===== src/rtl/bird_gravity_ctrl.sv =====
// Gravity timing for the bird column: a synchronised, edge-detected flap pulse
// and fall pulses whose spacing shrinks after each fall, with a hover window after each flap.
module bird_gravity_ctrl #(
  parameter int START_PERIOD = 50,
  parameter int MIN_PERIOD   = 10,
  parameter int STEP         = 8,
  parameter int HOVER        = 25,
  parameter int CNT_W        = 16
) (
  input  logic             clk,
  input  logic             reset,
  input  logic             key,
  input  logic             enable,
  output logic             flap,
  output logic             fall,
  output logic [CNT_W-1:0] period
);

  typedef enum logic [1:0] {
    ST_IDLE    = 2'd0,
    ST_FALLING = 2'd1,
    ST_HOVER   = 2'd2
  } state_t;

  localparam logic [CNT_W-1:0] START_P    = CNT_W'(START_PERIOD);
  localparam logic [CNT_W-1:0] MIN_P      = CNT_W'(MIN_PERIOD);
  localparam logic [CNT_W-1:0] STEP_P     = CNT_W'(STEP);
  localparam logic [CNT_W-1:0] HOVER_LAST = CNT_W'(HOVER - 1);
  localparam logic [CNT_W-1:0] ONE_P      = {{(CNT_W-1){1'b0}}, 1'b1};
  localparam logic [CNT_W-1:0] ZERO_P     = {CNT_W{1'b0}};
  // Compared one bit wider so MIN_PERIOD+STEP cannot overflow the period width.
  localparam logic [CNT_W:0]   SAT_LIM    = (CNT_W+1)'(MIN_PERIOD + STEP);

  state_t           state_r, state_s;
  logic             s1_r, s2_r, s3_r;
  logic             rise_s;
  logic [CNT_W-1:0] cnt_r, cnt_s;
  logic [CNT_W-1:0] period_r, period_s;
  logic [CNT_W-1:0] dec_period_s;
  logic             flap_r, flap_s;
  logic             fall_r, fall_s;

  // Key synchroniser plus previous-value flop for rise detection.
  always_ff @(posedge clk or negedge reset) begin
    if (!reset) begin
      s1_r <= 1'b0;
      s2_r <= 1'b0;
      s3_r <= 1'b0;
    end else begin
      s1_r <= key;
      s2_r <= s1_r;
      s3_r <= s2_r;
    end
  end

  assign rise_s = s2_r & ~s3_r;

  // Saturating period decrement, floored at MIN_PERIOD.
  always_comb begin
    dec_period_s = MIN_P;
    if ({1'b0, period_r} >= SAT_LIM) begin
      dec_period_s = period_r - STEP_P;
    end else begin
      dec_period_s = MIN_P;
    end
  end

  // Next-state logic: enable, then rise, then fall expiry, then hover expiry.
  always_comb begin
    state_s  = state_r;
    cnt_s    = cnt_r;
    period_s = period_r;
    flap_s   = 1'b0;
    fall_s   = 1'b0;
    if (!enable) begin
      state_s  = ST_IDLE;
      cnt_s    = ZERO_P;
      period_s = START_P;
    end else begin
      case (state_r)
        ST_IDLE: begin
          state_s  = ST_FALLING;
          cnt_s    = ZERO_P;
          period_s = START_P;
        end
        ST_FALLING: begin
          if (rise_s) begin
            state_s  = ST_HOVER;
            cnt_s    = ZERO_P;
            period_s = START_P;
            flap_s   = 1'b1;
          end else if (cnt_r == period_r - ONE_P) begin
            cnt_s    = ZERO_P;
            period_s = dec_period_s;
            fall_s   = 1'b1;
          end else begin
            cnt_s = cnt_r + ONE_P;
          end
        end
        ST_HOVER: begin
          if (rise_s) begin
            cnt_s    = ZERO_P;
            period_s = START_P;
            flap_s   = 1'b1;
          end else if (cnt_r == HOVER_LAST) begin
            state_s = ST_FALLING;
            cnt_s   = ZERO_P;
          end else begin
            cnt_s = cnt_r + ONE_P;
          end
        end
        default: begin
          state_s  = ST_IDLE;
          cnt_s    = ZERO_P;
          period_s = START_P;
        end
      endcase
    end
  end

  // State, counter, period and output pulse registers.
  always_ff @(posedge clk or negedge reset) begin
    if (!reset) begin
      state_r  <= ST_IDLE;
      cnt_r    <= ZERO_P;
      period_r <= START_P;
      flap_r   <= 1'b0;
      fall_r   <= 1'b0;
    end else begin
      state_r  <= state_s;
      cnt_r    <= cnt_s;
      period_r <= period_s;
      flap_r   <= flap_s;
      fall_r   <= fall_s;
    end
  end

  assign flap   = flap_r;
  assign fall   = fall_r;
  assign period = period_r;

endmodule


===== config.mk =====
export PLATFORM = sky130hd
export DESIGN_NAME = bird_gravity_ctrl
export DESIGN_NICKNAME = d
export VERILOG_FILES = /design/src/rtl/bird_gravity_ctrl.sv
export SDC_FILE = /design/constraint.sdc
export NUM_CORES = 1
export LEC_CHECK = 0
export BUFFER_PORTS_ARGS = -buffer_cell sky130_fd_sc_hd__buf_2
export CAP_MARGIN = 20
export CORE_UTILIZATION = 54
export DETAILED_ROUTE_END_ITERATION = 10
export PLACE_DENSITY = 0.84
export SLEW_MARGIN = 10
export SYNTH_ARGS = -nofsm -noshare
export SYNTH_HDL_FRONTEND = slang
export SYNTH_SLANG_ARGS = --single-unit
export TNS_END_PERCENT = 1

===== constraint.sdc =====
create_clock -name clk -period 2.95 [get_ports clk]
set_clock_uncertainty 0.15 [all_clocks]
set_input_delay 0.59 -clock clk [delete_from_list [all_inputs] [get_ports clk]]
set_output_delay 0.59 -clock clk [all_outputs]
set_load 0.02 [all_outputs]

==> results_dict.tcl, run 1 <==
set metrics [dict create \
    design_area_sq_mm 0.003188 \
    tritoncts "yes" \
    cts.htree.levels 2 \
    grt_first_pass_wirelength_um 10710 \
    synth_seq_area_share_pct 35.16 \
    clock_root_cell "sky130_fd_sc_hd__clkbuf_8" \
    detailed_place.area_sq_mm 0.002897 \
    cts_hold_buf 0 \
    power-per-cell-area_mw_per_mm2 355.3 \
    cts_made_buffers 5 \
    synth_async_sr_flop_share_pct 100.0 \
    start_util_pct 55.97 \
    worstMarginPinSlew_ns 0.8779 \
    max-slew-margin-rel_pct 41.26 \
    drt-vias-per-instance 6.260 \
    drt_pass1_iterations 6 \
    critical_path.max_fanout 7 \
    fp.coreArea_sq_mm 0.004723 \
    setup_ws_ns 0.004622 \
    initialDrtViolationCount 246 \
    timing_max_transition_violations_final 0 \
    io_pins 22 \
    setup_repair_after_global_routing_missed_its_margin "yes" \
    nets 353 \
    synth-edff-count 0 \
    final_min_period_over_clock_period_pct 99.84 \
    remaining_drc_errors 0 \
    grt_pass1_vias 2266 \
    layout.cells.most_common "sky130_fd_sc_hd__dfrtp_1" \
    yosys.area.top_type "sky130_fd_sc_hd__dfrtp_1" \
    io_buffers 19 \
    ys_seq_elements 37 \
    area_delta_synth_final_pct 20.59 \
    timing.final.hold_violations 0 \
    syn_inst 304 \
    chipWidth_um 71.97 \
    max-vdd-ir-drop_mv 0.2637 \
    synth.avg_cell_area_sq_um 8.697 \
    critical_path_arrival_ns 3.02 \
    antenna_found_initial 0 \
    leakage_nw 1.275 \
    die_height_um 71.97 \
    clock_sink_count 37 \
    run_status "finished clean" \
    num_vias 2548 \
    fp.dieArea_sq_mm 0.005180 \
    cp-start-kind "flop" \
    dp_wirelength_um 4605 \
    worst-endpoint-required_ns 3.02 \
    final_cells 407 \
    clk_latency_ns 0.30 \
    std_cell_rows 25 \
    leading_cell_types_in_the_layout_fill_and_taps_excluded "sky130_fd_sc_hd__dfrtp_1 (33), sky130_fd_sc_hd__buf_4 (25), sky130_fd_sc_hd__nor3_1 (24), sky130_fd_sc_hd__xnor2_1 (22), sky130_fd_sc_hd__nand2_1 (20)" \
    crit_path_capture_type "flop" \
    placement.setup.worst_slack_ns -0.02092 \
    gp_congestion 0.9644 \
    r2r_setup_slack_ns 0.005 \
    synthesis.yosys.warnings 0 \
    synth_top_cells_by_area "sky130_fd_sc_hd__dfrtp_1 (32%), sky130_fd_sc_hd__xnor2_1 (7.6%), sky130_fd_sc_hd__ha_1 (4.7%)" \
    totalWireLength_um 6969 \
    place.detailed.instances 390 \
    ant_nets 0 \
    synth_top_area_share_pct 32.18 \
    period_needed_ns 2.945 \
    timing.setup.critical_path_class "flop to flop" \
    groute.usage.overall_pct 26.81 \
    insertedDiodeCount 0 \
    drv_cap 0 \
    post_drt_wl_per_cell_um 17.12 \
    share_of_the_core_filled_with_cells_pct 67.50 \
    cts-root-to-sink-buffers 2 \
    netlist_area_sq_mm 0.002644 \
    grt_max_degree 38 \
    synthDistinctLibCells 58 \
    grt_overflow 0 \
    layout-drive-gt1-share_pct 25.29 \
    clkSlewWorstSetupHoldPaths_ns 0.07 \
    holdCritPathClass "flop to flop" \
    maxClockFrequency_ghz 0.3395 \
    synth_flop_cell "sky130_fd_sc_hd__dfrtp_1" \
    finalSetupViolations 0 \
]
## power by group
group          leakage, nW  internal, mW  switching (mW)
logic                0.721        0.0508          0.0996
clock network       0.0574         0.275           0.187
registers            0.497         0.514         0.00585
total                 1.28         0.840           0.293
## layer usage
metal,up-vias,GRT usage [%],routed length [um]
met5,-,0,0
met3,31,5.278,471
li1,1159,-,-
met2,142,43.19,3341
met1,1216,34.88,2908
met4,0,12.64,248
## state kept, by name (all words and copies together), names as in the netlist
name and flops:
cnt_r 16, s2_r 1, period 14, state_r 2, flap 1, fall 1
s3_r 1, s1_r 1
## critical path: stages, from the launching register on
cell and delay (ns):
sky130_fd_sc_hd__dfrtp_2 0.41, sky130_fd_sc_hd__inv_2 0.08, sky130_fd_sc_hd__ha_4 0.14, sky130_fd_sc_hd__or4b_4 0.52, sky130_fd_sc_hd__nand4b_1 0.25, sky130_fd_sc_hd__xnor2_2 0.20
sky130_fd_sc_hd__a211oi_2 0.24, sky130_fd_sc_hd__buf_4 0.17, sky130_fd_sc_hd__nand3_4 0.12, sky130_fd_sc_hd__buf_4 0.19, sky130_fd_sc_hd__o41a_1 0.39
## through the flow
step / setup TNS, ns / total power [mW] / hold slack, ns
2_1_floorplan: 0 / 0.6261 / 0.1444
3_3_place_gp: 0 / 0.6646 / 0.1824
3_5_place_dp: -0.03803 / 0.6690 / 0.1958
4_1_cts: 0 / 1.132 / 0.2142
5_1_grt: -0.7208 / 1.172 / 0.2169
6_report: 0 / 1.133 / 0.2054
## area by class of cell
| cell class | count | area [sq um] |
|---|---|---|
| tap | 67 | 83.83 |
| sequential | 37 | 930.9 |
| timing repair buffer | 45 | 302.8 |
| multi-input combinational | 232 | 1683 |
| clock buffer | 6 | 82.58 |
| inverter | 18 | 67.56 |
| clock inverter | 2 | 37.54 |
| fill | 347 | 1535 |
## cells in the mapped netlist, types with 5 or more instances
master / number
sky130_fd_sc_hd__dfrtp_1: 34
sky130_fd_sc_hd__nor3_1: 25
sky130_fd_sc_hd__xnor2_1: 23
sky130_fd_sc_hd__nand2_1: 20
sky130_fd_sc_hd__nor2_1: 19
sky130_fd_sc_hd__inv_1: 18
sky130_fd_sc_hd__o21ai_0: 16
sky130_fd_sc_hd__nand3_1: 13
sky130_fd_sc_hd__clkbuf_1: 11
sky130_fd_sc_hd__ha_1: 10
sky130_fd_sc_hd__nor4_1: 10
sky130_fd_sc_hd__xor2_1: 10
sky130_fd_sc_hd__a21oi_1: 9
sky130_fd_sc_hd__and3_1: 6
sky130_fd_sc_hd__nand4_1: 5
sky130_fd_sc_hd__nor2b_1: 5
## final timing paths
kind | cells after the start | start | end
max | 10 | period[3] | period[5]
min in group asynchronous | 1 | reset | fall
min reg2reg | 0 | s1_r | s2_r
max reg2reg | 10 | period[3] | period[5]
max in group asynchronous | 1 | reset | period[3]
min | 0 | s1_r | s2_r
## kinds of logic after synthesis
logic type                 count (synthesis)  share of synthesized area, %
and+or+nand+nor                          131                         28.11
AOI/OAI and AO/OA                         54                         13.58
buffers and inverters                     37                         6.436
DFF                                       37                         35.16
xor gates and xnor gates                  34                         11.83
adders and majority gates                 10                         4.733
other                                      1                        0.1418
## what timing repair did
action / CTS / global route
hold endpoints to repair: 0 / 0
endpoints found under the setup margin: 14 / 29
gates cloned: 0 / 1
buffers inserted: 0 / 8
pin swaps: 0 / 9
gates resized for setup: 2 / 17
Note: power is estimated with default switching activity, not from simulation.
==> run 2, diff against run 1 <==
--- a/config.mk
+++ b/config.mk
@@ -8,6 +8,8 @@
 export BUFFER_PORTS_ARGS = -buffer_cell sky130_fd_sc_hd__buf_2
 export CAP_MARGIN = 20
 export CORE_UTILIZATION = 54
+export CTS_BUF_LIST = sky130_fd_sc_hd__clkbuf_16
+export CTS_CLUSTER_SIZE = 25
 export DETAILED_ROUTE_END_ITERATION = 10
 export PLACE_DENSITY = 0.84
 export SLEW_MARGIN = 10
==> results_dict.tcl, run 2 (same netlist as run 1, synthesis figures left out) <==
set metrics [dict create \
    worstHoldPathCells 0 \
    period_needed_ns 2.958 \
    io_buffers 19 \
    pwr-share-clk_pct 47.4 \
    power-per-cell-area_mw_per_mm2 396.5 \
    seqPwrFrac_pct 41.1 \
    fp.coreArea_sq_mm 0.004723 \
    remaining_drc_errors 0 \
    power.share.combinational_pct 11.6 \
    layout.cells.most_common "sky130_fd_sc_hd__dfrtp_1" \
    start_util_pct 55.97 \
    timing_max_transition_violations_final 0 \
    clk_latency_ns 0.28 \
    grt_first_pass_wirelength_um 10830 \
    worst-path-stages 10 \
    worst-endpoint-required_ns 3.01 \
    cp-start-kind "flop" \
    tritoncts "yes" \
    antenna_found_initial 0 \
    cts.htree.levels 2 \
    timing.setup.critical_path_class "flop to flop" \
    critical_path.top_delay_family "simple AND/OR/NAND/NOR gates" \
    multi_input_comb_area_sq_mm 0.001673 \
    detailed_place.area_sq_mm 0.002897 \
    final.fill_count 345 \
    switching_share_pct 24.37 \
    drt_pass1_iterations 4 \
    drt-vias-per-instance 6.198 \
    clock_root_cell "sky130_fd_sc_hd__clkbuf_16" \
    dp_wirelength_um 4605 \
    setup_repair_after_global_routing_missed_its_margin "yes" \
    cts_made_buffers 5 \
    share_of_the_core_filled_with_cells_pct 67.79 \
    cpMostUsedCell "sky130_fd_sc_hd__buf_4" \
    area_delta_synth_final_pct 21.11 \
    timing.final.hold_violations 0 \
    top_reg_by_flops "cnt_r" \
    timing.critical_path.buf_inv 3 \
    cts_hold_buf 0 \
    critical_path_arrival_ns 3.02 \
    grt_overflow 0 \
    finalSetupViolations 2 \
    critical_path.max_fanout 7 \
    holdCritPathClass "flop to flop" \
    crit_path_max_incr_delay_ns 0.52 \
    max-vdd-ir-drop_mv 0.2881 \
    crit_path_capture_type "flop" \
    worstMarginPinSlew_ns 0.8199 \
    totalWireLength_um 6926 \
    placement.setup.worst_slack_ns -0.02092 \
    worstRegToRegCells 10 \
    place.detailed.instances 390 \
    final_min_period_over_clock_period_pct 100.3 \
    design_area_sq_mm 0.003202 \
    groute.usage.overall_pct 27.43 \
    gp_congestion 0.9644 \
    std_cell_rows 25 \
    p_int_uw 960.2 \
    ant_nets 0 \
    crit_slowest_cell "sky130_fd_sc_hd__or4b_4" \
    leakage_nw 1.278 \
    drv_cap 0 \
    nets 350 \
    netSwitchingPower_uw 309.4 \
    final_cells 404 \
    fp.dieArea_sq_mm 0.005180 \
    layout.area.seq_sq_um 930.9 \
    initialDrtViolationCount 317 \
    timing.critical_path.cells "inv_2 -> ha_4 -> or4b_4 -> nand4b_1 -> xnor2_2 -> a211oi_2 -> buf_4 -> nand3_4 -> buf_4 -> o41a_1" \
    clkSlewWorstSetupHoldPaths_ns 0.06 \
    cts-root-to-sink-buffers 2 \
    die_height_um 71.97 \
    io_pins 22 \
    leading_cell_types_in_the_layout_fill_and_taps_excluded "sky130_fd_sc_hd__dfrtp_1 (33), sky130_fd_sc_hd__nor3_1 (24), sky130_fd_sc_hd__xnor2_1 (22), sky130_fd_sc_hd__buf_4 (22), sky130_fd_sc_hd__nand2_1 (20)" \
    maxClockFrequency_ghz 0.3381 \
    max-slew-margin-rel_pct 45.14 \
    setup_ws_ns -0.007814 \
    run_status "finished with violations" \
    insertedDiodeCount 0 \
    clock_sink_count 37 \
    chipWidth_um 71.97 \
    largest_register_ffs 16 \
    layout-drive-gt1-share_pct 23.44 \
    grt_max_degree 38 \
    post_drt_wl_per_cell_um 17.14 \
    num_vias 2504 \
    violations "setup timing" \
    grt_pass1_vias 2257 \
    design_power_total_mw 1.270 \
]
run 2: changes by cell type in the layout (fill, tap and decap cells not counted), sizes merged:
cell,previous run,this run
buf,45,42
clkbuf,6,5
clkinv,0,1
run 2: worst paths after layout:
path                       slack (ns)        end      start
max                            -0.008  period[5]  period[3]
min                              0.20       s2_r       s1_r
max reg2reg                    -0.008  period[5]  period[3]
min reg2reg                      0.20       s2_r       s1_r
max in group asynchronous        1.85  period[3]      reset
min in group asynchronous        0.25       fall      reset
run 2: layout make-up:
class / count / area share [%]
timing repair buffer: 42 / 8.753
inverter: 18 / 2.110
sequential: 37 / 29.07
tap: 67 / 2.618
multi-input combinational: 232 / 52.25
clock buffer: 5 / 3.908
clock inverter: 3 / 1.290
run 2: through the flow:
step | setup TNS, ns | hold slack (ns)
after floorplan | 0 | 0.1444
after global placement | 0 | 0.1824
after detailed placement | -0.03803 | 0.1958
after CTS | 0 | 0.2088
after global routing | -2.174 | 0.2112
final | -0.01524 | 0.2019
run 2: metal layers:
layer	GRT usage [%]	share of wire (%)	vias up
li1	-	-	1146
met1	35.51	42	1213
met2	44.55	48	121
met3	5.694	6.9	24
met4	12.20	2.9	0
met5	0	0	-
run 2: power groups by stage:
stage / Sequential [mW] / Clock [mW] / Combinational, mW
after floorplan: 0.529 / 0 / 0.0969
after global placement: 0.529 / 0 / 0.136
after detailed placement: 0.530 / 0 / 0.139
after CTS: 0.521 / 0.607 / 0.141
after global routing: 0.522 / 0.630 / 0.162
final: 0.521 / 0.601 / 0.147
run 2: worst register-to-register path, delay by kind of cell (launching register included):
kind / cells / cell delay, ns
buffers and inverters: 3 / 0.45
XOR/XNOR: 1 / 0.21
AND/OR/NAND/NOR: 3 / 0.91
AO/OA/AOI/OAI: 2 / 0.61
flip-flops: 1 / 0.41
adder cells (fa/ha/maj): 1 / 0.14
run 2: what timing repair did:
item                                    4_1_cts  5_1_grt
cloned                                        0        1
endpoints found under the setup margin       21       28
pin swaps                                     1        3
setup buffers                                 0        5
gates resized for setup                       3       11
